File: src/rtl/flow_pkg.sv
`default_nettype none
// ============================================================================
// Module      : flow_pkg
// Description : Shared FP64 widths, the packed a/b/c argument bundle and a
//               pointer-width helper for the latency credit wrapper family.
// Revision    : 1.0 - initial release
// ============================================================================
package flow_pkg;

    localparam int FLEN = 64;
    localparam int NE   = 11;

    typedef logic [FLEN-1:0] flen_t;

    typedef struct packed {
        flen_t a;
        flen_t b;
        flen_t c;
    } arg3_t;

    // Pointer width for a DEPTH-entry store; never returns less than 1 bit.
    function automatic int clog2_depth(input int depth);
        return (depth <= 2) ? 1 : $clog2(depth);
    endfunction

endpackage
`default_nettype wire

File: src/rtl/flow_fifo.sv
`default_nettype none
// ============================================================================
// Module      : flow_fifo
// Description : DEPTH-entry result store with wrap-modulo-DEPTH pointers
//               (non power-of-two depths allowed) and a combinational read port.
// Revision    : 1.0 - initial release
// ============================================================================
module flow_fifo
    import flow_pkg::*;
#(
    parameter int DEPTH = 16,
    parameter int RW    = 64
) (
    input  logic                         clk,
    input  logic                         rst,
    input  logic                         i_push,
    input  logic [RW-1:0]                i_din,
    input  logic                         i_pop,
    output logic [RW-1:0]                o_dout,
    output logic                         o_empty,
    output logic                         o_full,
    output logic [$clog2(DEPTH+1)-1:0]   o_count
);

    localparam int PW = clog2_depth(DEPTH);
    localparam int CW = $clog2(DEPTH+1);
    localparam logic [PW-1:0] c_last  = PW'(DEPTH-1);
    localparam logic [CW-1:0] c_depth = CW'(DEPTH);

    logic [RW-1:0] r_mem [DEPTH];
    logic [PW-1:0] r_wr_ptr;
    logic [PW-1:0] r_rd_ptr;
    logic [CW-1:0] r_count;
    logic          w_wr_en;
    logic          w_rd_en;

    // A full store may still take a write in the cycle its head is read out.
    assign w_wr_en = i_push && (!o_full || i_pop);
    assign w_rd_en = i_pop && !o_empty;

    assign o_dout  = r_mem[r_rd_ptr];
    assign o_empty = (r_count == '0);
    assign o_full  = (r_count == c_depth);
    assign o_count = r_count;

    always_ff @(posedge clk) begin
        if (w_wr_en) begin
            r_mem[r_wr_ptr] <= i_din;
        end
    end

    always_ff @(posedge clk or posedge rst) begin
        if (rst) begin
            r_wr_ptr <= '0;
            r_rd_ptr <= '0;
            r_count  <= '0;
        end else begin
            if (w_wr_en) begin
                r_wr_ptr <= (r_wr_ptr == c_last) ? '0 : r_wr_ptr + 1'b1;
            end
            if (w_rd_en) begin
                r_rd_ptr <= (r_rd_ptr == c_last) ? '0 : r_rd_ptr + 1'b1;
            end
            case ({w_wr_en, w_rd_en})
                2'b10:   r_count <= r_count + 1'b1;
                2'b01:   r_count <= r_count - 1'b1;
                default: r_count <= r_count;
            endcase
        end
    end

endmodule
`default_nettype wire

File: src/rtl/latency_credit_wrapper.sv
`default_nettype none
// ============================================================================
// Module      : latency_credit_wrapper
// Description : Credit-admitted valid/ready front end for a fixed-latency,
//               non-stallable datapath. Optional feature macro: LCW_BYPASS_EN.
// Revision    : 1.0 - initial release
// ============================================================================
module latency_credit_wrapper
    import flow_pkg::*;
#(
    parameter int AW      = 64,
    parameter int RW      = 64,
    parameter int LATENCY = 8,
    parameter int DEPTH   = 16
) (
    input  logic                         clk,
    input  logic                         rst,
    input  logic                         arg_vld,
    output logic                         arg_rdy,
    input  logic [AW-1:0]                arg,
    output logic                         dp_vld,
    output logic [AW-1:0]                dp_arg,
    input  logic                         dp_res_vld,
    input  logic [RW-1:0]                dp_res,
    output logic                         res_vld,
    input  logic                         res_rdy,
    output logic [RW-1:0]                res,
    output logic [$clog2(DEPTH+1)-1:0]   occupancy,
    output logic                         lat_err
);

    localparam int OW = $clog2(DEPTH+1);
    localparam logic [OW-1:0] c_depth = OW'(DEPTH);

    generate
        if (LATENCY < 1) begin : g_bad_latency
            $error("latency_credit_wrapper: LATENCY must be >= 1");
        end
        if (DEPTH < LATENCY + 1) begin : g_bad_depth
            $error("latency_credit_wrapper: DEPTH must be >= LATENCY+1");
        end
    endgenerate

    logic [OW-1:0]      r_occ;
    logic [LATENCY-1:0] r_expect;
    logic               r_lat_err;
    logic               r_res_vld;
    logic [RW-1:0]      r_res;

    logic               w_accept;
    logic               w_pop;
    logic               w_out_free;
    logic               w_bypass;
    logic               w_fifo_push;
    logic               w_fifo_pop;
    logic [RW-1:0]      w_fifo_dout;
    logic               w_fifo_empty;
    logic               w_fifo_full;
    logic [OW-1:0]      w_fifo_count;
    logic               w_tap;

    // Admission looks only at registered occupancy, so a pop never frees a slot same-cycle.
    assign arg_rdy    = (r_occ < c_depth);
    assign w_accept   = arg_vld && arg_rdy;
    assign dp_vld     = w_accept;
    assign dp_arg     = arg;
    assign w_pop      = r_res_vld && res_rdy;
    assign w_out_free = !r_res_vld || res_rdy;

`ifdef LCW_BYPASS_EN
    assign w_bypass = dp_res_vld && w_fifo_empty && w_out_free;
`else
    assign w_bypass = 1'b0;
`endif

    assign w_fifo_push = dp_res_vld && !w_bypass;
    assign w_fifo_pop  = w_out_free && !w_fifo_empty;

    flow_fifo #(
        .DEPTH (DEPTH),
        .RW    (RW)
    ) u_fifo (
        .clk     (clk),
        .rst     (rst),
        .i_push  (w_fifo_push),
        .i_din   (dp_res),
        .i_pop   (w_fifo_pop),
        .o_dout  (w_fifo_dout),
        .o_empty (w_fifo_empty),
        .o_full  (w_fifo_full),
        .o_count (w_fifo_count)
    );

    always_ff @(posedge clk or posedge rst) begin
        if (rst) begin
            r_occ <= '0;
        end else begin
            case ({w_accept, w_pop})
                2'b10:   r_occ <= r_occ + 1'b1;
                2'b01:   r_occ <= r_occ - 1'b1;
                default: r_occ <= r_occ;
            endcase
        end
    end

    // Bit k of the expect pipe marks an issue made k+1 cycles ago.
    generate
        if (LATENCY == 1) begin : g_expect_single
            always_ff @(posedge clk or posedge rst) begin
                if (rst) begin
                    r_expect <= '0;
                end else begin
                    r_expect <= w_accept;
                end
            end
        end else begin : g_expect_multi
            always_ff @(posedge clk or posedge rst) begin
                if (rst) begin
                    r_expect <= '0;
                end else begin
                    r_expect <= {r_expect[LATENCY-2:0], w_accept};
                end
            end
        end
    endgenerate

    assign w_tap = r_expect[LATENCY-1];

    always_ff @(posedge clk or posedge rst) begin
        if (rst) begin
            r_lat_err <= 1'b0;
        end else if (w_tap != dp_res_vld) begin
            r_lat_err <= 1'b1;
        end
    end

    always_ff @(posedge clk or posedge rst) begin
        if (rst) begin
            r_res_vld <= 1'b0;
            r_res     <= '0;
        end else if (w_fifo_pop) begin
            r_res_vld <= 1'b1;
            r_res     <= w_fifo_dout;
        end else if (w_bypass) begin
            r_res_vld <= 1'b1;
            r_res     <= dp_res;
        end else if (res_rdy) begin
            r_res_vld <= 1'b0;
        end
    end

    assign res_vld   = r_res_vld;
    assign res       = r_res;
    assign occupancy = r_occ;
    assign lat_err   = r_lat_err;

    // Credits bound buffered results by occupancy, so the store can never overflow.
    a_no_overflow: assert property (@(posedge clk) disable iff (rst)
        (w_fifo_count <= r_occ) && !(w_fifo_push && w_fifo_full && !w_fifo_pop));

endmodule
`default_nettype wire
File: config.mk
export PLATFORM = sky130hd
export DESIGN_NAME = latency_credit_wrapper
export DESIGN_NICKNAME = d
export VERILOG_FILES = /design/src/rtl/flow_pkg.sv /design/src/rtl/flow_fifo.sv /design/src/rtl/latency_credit_wrapper.sv
export SDC_FILE = /design/constraint.sdc
export NUM_CORES = 1
export LEC_CHECK = 0
export BUFFER_PORTS_ARGS = -buffer_cell sky130_fd_sc_hd__buf_2
export CORE_ASPECT_RATIO = 1.4
export CORE_MARGIN = 2
export CORE_UTILIZATION = 30
export DETAILED_ROUTE_END_ITERATION = 8
export PLACE_DENSITY = 0.56
export SKIP_LAST_GASP = 1
export SLEW_MARGIN = 10
export SYNTH_ARGS = -nofsm -noshare
export SYNTH_HDL_FRONTEND = slang
export SYNTH_SLANG_ARGS = --single-unit
File: constraint.sdc
create_clock -name clk -period 7 [get_ports clk]
set_clock_uncertainty 0.15 [all_clocks]
set_input_delay 0.7 -clock clk [delete_from_list [all_inputs] [get_ports clk]]
set_output_delay 0.7 -clock clk [all_outputs]
set_load 0.03 [all_outputs]
==> impl_metrics.prom <==
# TYPE chip_impl_metric gauge
chip_impl_metric{name="timing.critical_path.required",unit="ns"} 7.46
chip_impl_info{name="run_status",value="completed"} 1
chip_impl_metric{name="dieWidth",unit="um"} 324
chip_impl_info{name="r2r-start",value="u_fifo.r_rd_ptr[0]$_DFFE_PP0P_"} 1
chip_impl_metric{name="synth_seq_cells",unit=""} 1116
chip_impl_metric{name="synth.net_count",unit=""} 2339
chip_impl_metric{name="grt_pass1_wl",unit="um"} 148000
chip_impl_metric{name="insertion_delay",unit="ns"} 0.70
chip_impl_metric{name="timing.final.hold_violations",unit=""} 0
chip_impl_metric{name="met3_track_demand_over_resource_in_global_routing",unit=""} 0.0286
chip_impl_metric{name="netSwitchingPower",unit="uW"} 6160
chip_impl_metric{name="power.share.sequential",unit=""} 0.444
chip_impl_info{name="synth_top_family_by_area",value="multiplexers"} 1
chip_impl_metric{name="power.share.switching",unit=""} 0.318
chip_impl_metric{name="final_cell_count_no_fill",unit=""} 4280
chip_impl_metric{name="proportion_of_synthesized_chip_area_in_sequential_cells",unit=""} 0.769
chip_impl_metric{name="total_routed_wirelength",unit="um"} 102000
chip_impl_metric{name="met2_usage",unit=""} 0.254
chip_impl_info{name="critical_path.cell_chain",value="buf_4, nand2_4, o22ai_1, nor2_1, a31oi_1"} 1
chip_impl_metric{name="post_cts.repair.setup_buffers",unit=""} 0
chip_impl_info{name="timing.setup.critical_path_class",value="flop to flop"} 1
chip_impl_info{name="synth.cells.most_frequent",value="edfxtp_1 (1,024), mux2i_1 (257), nor2_1 (143)"} 1
chip_impl_metric{name="grt_max_degree",unit=""} 159
chip_impl_metric{name="max_freq",unit="MHz"} 263
chip_impl_metric{name="start_util",unit=""} 0.302
chip_impl_metric{name="route.detailed.drc",unit=""} 0
chip_impl_info{name="rsz0062_at_grt",value="false"} 1
chip_impl_info{name="clock-root-buffer",value="clkbuf_16"} 1
chip_impl_metric{name="setup_viol",unit=""} 0
chip_impl_metric{name="yosys.area_share.simple",unit=""} 0.0179
chip_impl_metric{name="vias",unit=""} 20400
chip_impl_info{name="startpoint_type",value="flop"} 1
chip_impl_metric{name="clkPwrFrac",unit=""} 0.284
chip_impl_metric{name="nets",unit=""} 2430
chip_impl_metric{name="areaGrowthSynthToFinish",unit="%"} 13.1
chip_impl_metric{name="maximum_buffer_depth_of_the_clock_tree",unit=""} 3
chip_impl_metric{name="slew_violations",unit=""} 0
chip_impl_metric{name="timing.critical_path.fanout_max",unit=""} 64
chip_impl_info{name="slowest_stage",value="dfrtp_4"} 1
chip_impl_metric{name="route.detailed.vias_per_inst",unit=""} 4.78
chip_impl_metric{name="cts_buffers",unit=""} 96
chip_impl_metric{name="number_of_enable_type_register_cells_in_the_synthesized_netlist",unit=""} 1024
chip_impl_metric{name="post_cts.resized_instances",unit=""} 0
chip_impl_metric{name="synth_top_area_frac",unit=""} 0.715
chip_impl_metric{name="floorplan.io_pins",unit=""} 270
chip_impl_metric{name="setup_tns",unit="ns"} 0
chip_impl_metric{name="grt_remaining_overflow",unit=""} 0
chip_impl_info{name="yosys-top-cells-area",value="edfxtp_1 (72%), mux4_2 (6.7%), mux2i_1 (6.0%), dfrtp_1 (5.4%), o22ai_1 (1.9%)"} 1
chip_impl_metric{name="cts.reportedPaths.clkPinSlew",unit="ns"} 0.06
chip_impl_metric{name="p_int",unit="uW"} 13200
chip_impl_metric{name="detailedPlacementHpwl",unit="um"} 56800
chip_impl_metric{name="cts_hold_buf",unit=""} 1
chip_impl_metric{name="worst_ir_drop_on_vdd",unit="mV"} 0.381
chip_impl_metric{name="worst-slew-pin-transition",unit="ns"} 1.26
chip_impl_metric{name="placeableCoreArea",unit="sq mm"} 0.142
chip_impl_metric{name="reg2regPathDepth",unit=""} 5
chip_impl_metric{name="design.die.area",unit="sq mm"} 0.146
chip_impl_metric{name="chipHeight",unit="um"} 452
chip_impl_metric{name="synth_xor_xnor_area_share",unit=""} 0.00265
chip_impl_metric{name="antenna_found_initial",unit=""} 18
chip_impl_metric{name="clock_sinks",unit=""} 1116
chip_impl_metric{name="antenna_left",unit=""} 0
chip_impl_metric{name="hold_critical_path_depth",unit=""} 3
chip_impl_info{name="synth-main-ff-cell",value="edfxtp_1"} 1
chip_impl_metric{name="mux_contribution_to_synthesized_area",unit=""} 0.128
chip_impl_metric{name="finalWeightedCongestion",unit=""} 0.728
chip_impl_metric{name="grt_pass1_vias",unit=""} 21900
chip_impl_metric{name="gr-usage-all-layers",unit=""} 0.138
chip_impl_metric{name="yosys.area_share.adder",unit=""} 0.00425
chip_impl_metric{name="netlist-cell-type-count",unit=""} 47
chip_impl_metric{name="syn-cell-area",unit="sq mm"} 0.0430
chip_impl_metric{name="timing.final.crit_share",unit=""} 0.542
chip_impl_info{name="reg_to_reg_endpoint",value="res[60]$_DFFE_PP0P_"} 1
chip_impl_info{name="synth.largest_area_cell",value="edfxtp_1"} 1
chip_impl_metric{name="power_per_cell_area",unit="mW/mm^2"} 399
chip_impl_metric{name="detail_route.wl_per_cell",unit="um"} 23.8
chip_impl_metric{name="number_of_drc_markers_in_iteration_0",unit=""} 1436
chip_impl_metric{name="synth-compound-area-share",unit=""} 0.0493
chip_impl_metric{name="p_leak",unit="uW"} 0.0160
chip_impl_metric{name="synthesis.instances",unit=""} 2192
chip_impl_info{name="min_from",value="arg_vld"} 1
chip_impl_metric{name="fin_crit",unit="ns"} 3.80
chip_impl_metric{name="timing.reg2reg.setup_slack",unit="ns"} 3.20
chip_impl_info{name="cp-end-kind",value="flop"} 1
chip_impl_info{name="hold_path_class",value="input port to flop"} 1
chip_impl_metric{name="async_flop_share",unit=""} 0.0824
chip_impl_metric{name="fraction_of_final_layout_cells_sized_beyond_drive_strength_1",unit=""} 0.226
chip_impl_metric{name="crit_arrival",unit="ns"} 4.26
chip_impl_metric{name="synthesis.yosys.warnings",unit=""} 0
chip_impl_metric{name="max_cap_viol_count",unit=""} 0
chip_impl_metric{name="detail_route.first_pass.iterations",unit=""} 5
chip_impl_info{name="synth.most_common_cell",value="edfxtp_1"} 1
chip_impl_metric{name="place.detailed.instances",unit=""} 4093
chip_impl_metric{name="cp_slowest_stage_delay",unit="ns"} 1.03
chip_impl_metric{name="htree_levels",unit=""} 3
chip_impl_metric{name="post_synth.cell_area_avg",unit="sq um"} 19.6
chip_impl_info{name="timing.hold.worst_endpoint",value="r_expect[0]$_DFF_PP0_"} 1
chip_impl_info{name="grt-busiest-layer",value="met2"} 1
chip_impl_metric{name="count_of_input_and_output_buffers",unit=""} 141
chip_impl_metric{name="num_rows",unit=""} 164
chip_impl_metric{name="timing.slew.headroom",unit=""} 0.161
chip_impl_info{name="tritoncts",value="done"} 1
chip_impl_metric{name="pwr-share-comb",unit=""} 0.272
chip_impl_metric{name="grtUsageMet1",unit=""} 0.156
[metal layers]
metal	routed length [um]	vias up
li1	-	8971
met1	38100	10700
met2	54700	467
met3	5630	232
met4	3320	24
met5	151	-
[final cells by class]
class                      instances  area, sq um
sequential                      1116        33100
inverter                          13         53.8
tap                             1909         2390
antenna                            5         12.5
fill                           13300        93800
multi-input combinational        880         8820
timing repair buffer             176          983
clock inverter                    43          571
clock buffer                     138         2720
[critical path: cells and delay by family (launching register included)]
kind,cells,cell delay [ns]
AND/OR/NAND/NOR,2,1.00
flip-flops,1,1.03
AO/OA/AOI/OAI,2,0.58
buffers and inverters,1,0.88
[state kept, by name (all words and copies together), names as in the netlist]
| register | flops |
|---|---|
| lat_err | 1 |
| occupancy | 5 |
| r_expect | 8 |
| res | 64 |
| res_vld | 1 |
| u_fifo.o_count | 5 |
| u_fifo.r_mem | 1024 |
| u_fifo.r_rd_ptr | 4 |
| u_fifo.r_wr_ptr | 4 |
[how the worst max path moves through the flow]
| stage | start | to | slack [ns] | cells after the start |
|---|---|---|---|---|
| 2_1_floorplan | res_rdy | u_fifo.r_mem[3][0]$_DFFE_PP_ | 0.67 | 4 |
| 3_3_place_gp | u_fifo.r_rd_ptr[0]$_DFFE_PP0P_ | res[49]$_DFFE_PP0P_ | 3.05 | 5 |
| 3_5_place_dp | u_fifo.r_rd_ptr[0]$_DFFE_PP0P_ | res[60]$_DFFE_PP0P_ | 3.01 | 5 |
| 4_1_cts | u_fifo.r_rd_ptr[0]$_DFFE_PP0P_ | res[60]$_DFFE_PP0P_ | 3.01 | 5 |
| 5_1_grt | u_fifo.r_rd_ptr[0]$_DFFE_PP0P_ | res[6]$_DFFE_PP0P_ | 2.76 | 5 |
| 6_report | u_fifo.r_rd_ptr[0]$_DFFE_PP0P_ | res[60]$_DFFE_PP0P_ | 3.20 | 5 |
[placed cells by master, fill, tap and decap left out, types with 4 or more instances in the layout]
| cell type | count |
|---|---|
| clkinv_2 | 17 |
| o22ai_1 | 128 |
| o21ai_0 | 9 |
| buf_2 | 141 |
| clkbuf_16 | 96 |
| nand3_1 | 4 |
| a22oi_2 | 50 |
| a21oi_1 | 6 |
| nand2_1 | 15 |
| mux4_2 | 128 |
| ha_1 | 13 |
| xnor2_1 | 7 |
| clkbuf_8 | 16 |
| edfxtp_1 | 1024 |
| clkbuf_1 | 26 |
| a31oi_1 | 66 |
| bufinv_16 | 10 |
| nor2_1 | 131 |
| buf_4 | 33 |
| clkinv_1 | 4 |
| mux2i_1 | 257 |
| xor2_1 | 6 |
| a22oi_1 | 14 |
| nor3_2 | 4 |
| dfrtp_1 | 90 |
| diode_2 | 5 |
| inv_1 | 11 |
| nor2_4 | 12 |
[through the flow]
stage	setup slack [ns]	instance area (sq um)	total power [uW]	util	hold slack [ns]
3_3_place_gp	3.05	45300	14100	0.318	0.192
6_report	3.20	48600	19400	0.341	0.121
4_1_cts	3.01	48600	19700	0.341	0.0608
3_5_place_dp	3.01	45300	14200	0.318	0.187
2_1_floorplan	0.671	43000	12600	-	0.181
5_1_grt	2.76	48600	20300	0.341	0.104
[logic make-up (layout without fill, tap and decap cells)]
family | count (synthesis) | in the layout
adder cells (fa/ha/maj) | 14 | 14
XOR/XNOR | 13 | 13
buffers and inverters | 196 | 370
AO/OA/AOI/OAI | 283 | 283
AND/OR/NAND/NOR | 182 | 182
multiplexers | 388 | 388
other | 0 | 5
flip-flops | 1116 | 1116
[power groups by stage]
stage	Combinational, uW	Sequential [uW]	Clock, uW
2_1_floorplan	3730	8890	0
3_3_place_gp	5330	8740	0
3_5_place_dp	5400	8790	0
4_1_cts	5410	8650	5630
5_1_grt	5670	8700	5880
6_report	5280	8620	5500
Power figures use the tool's default switching activity.
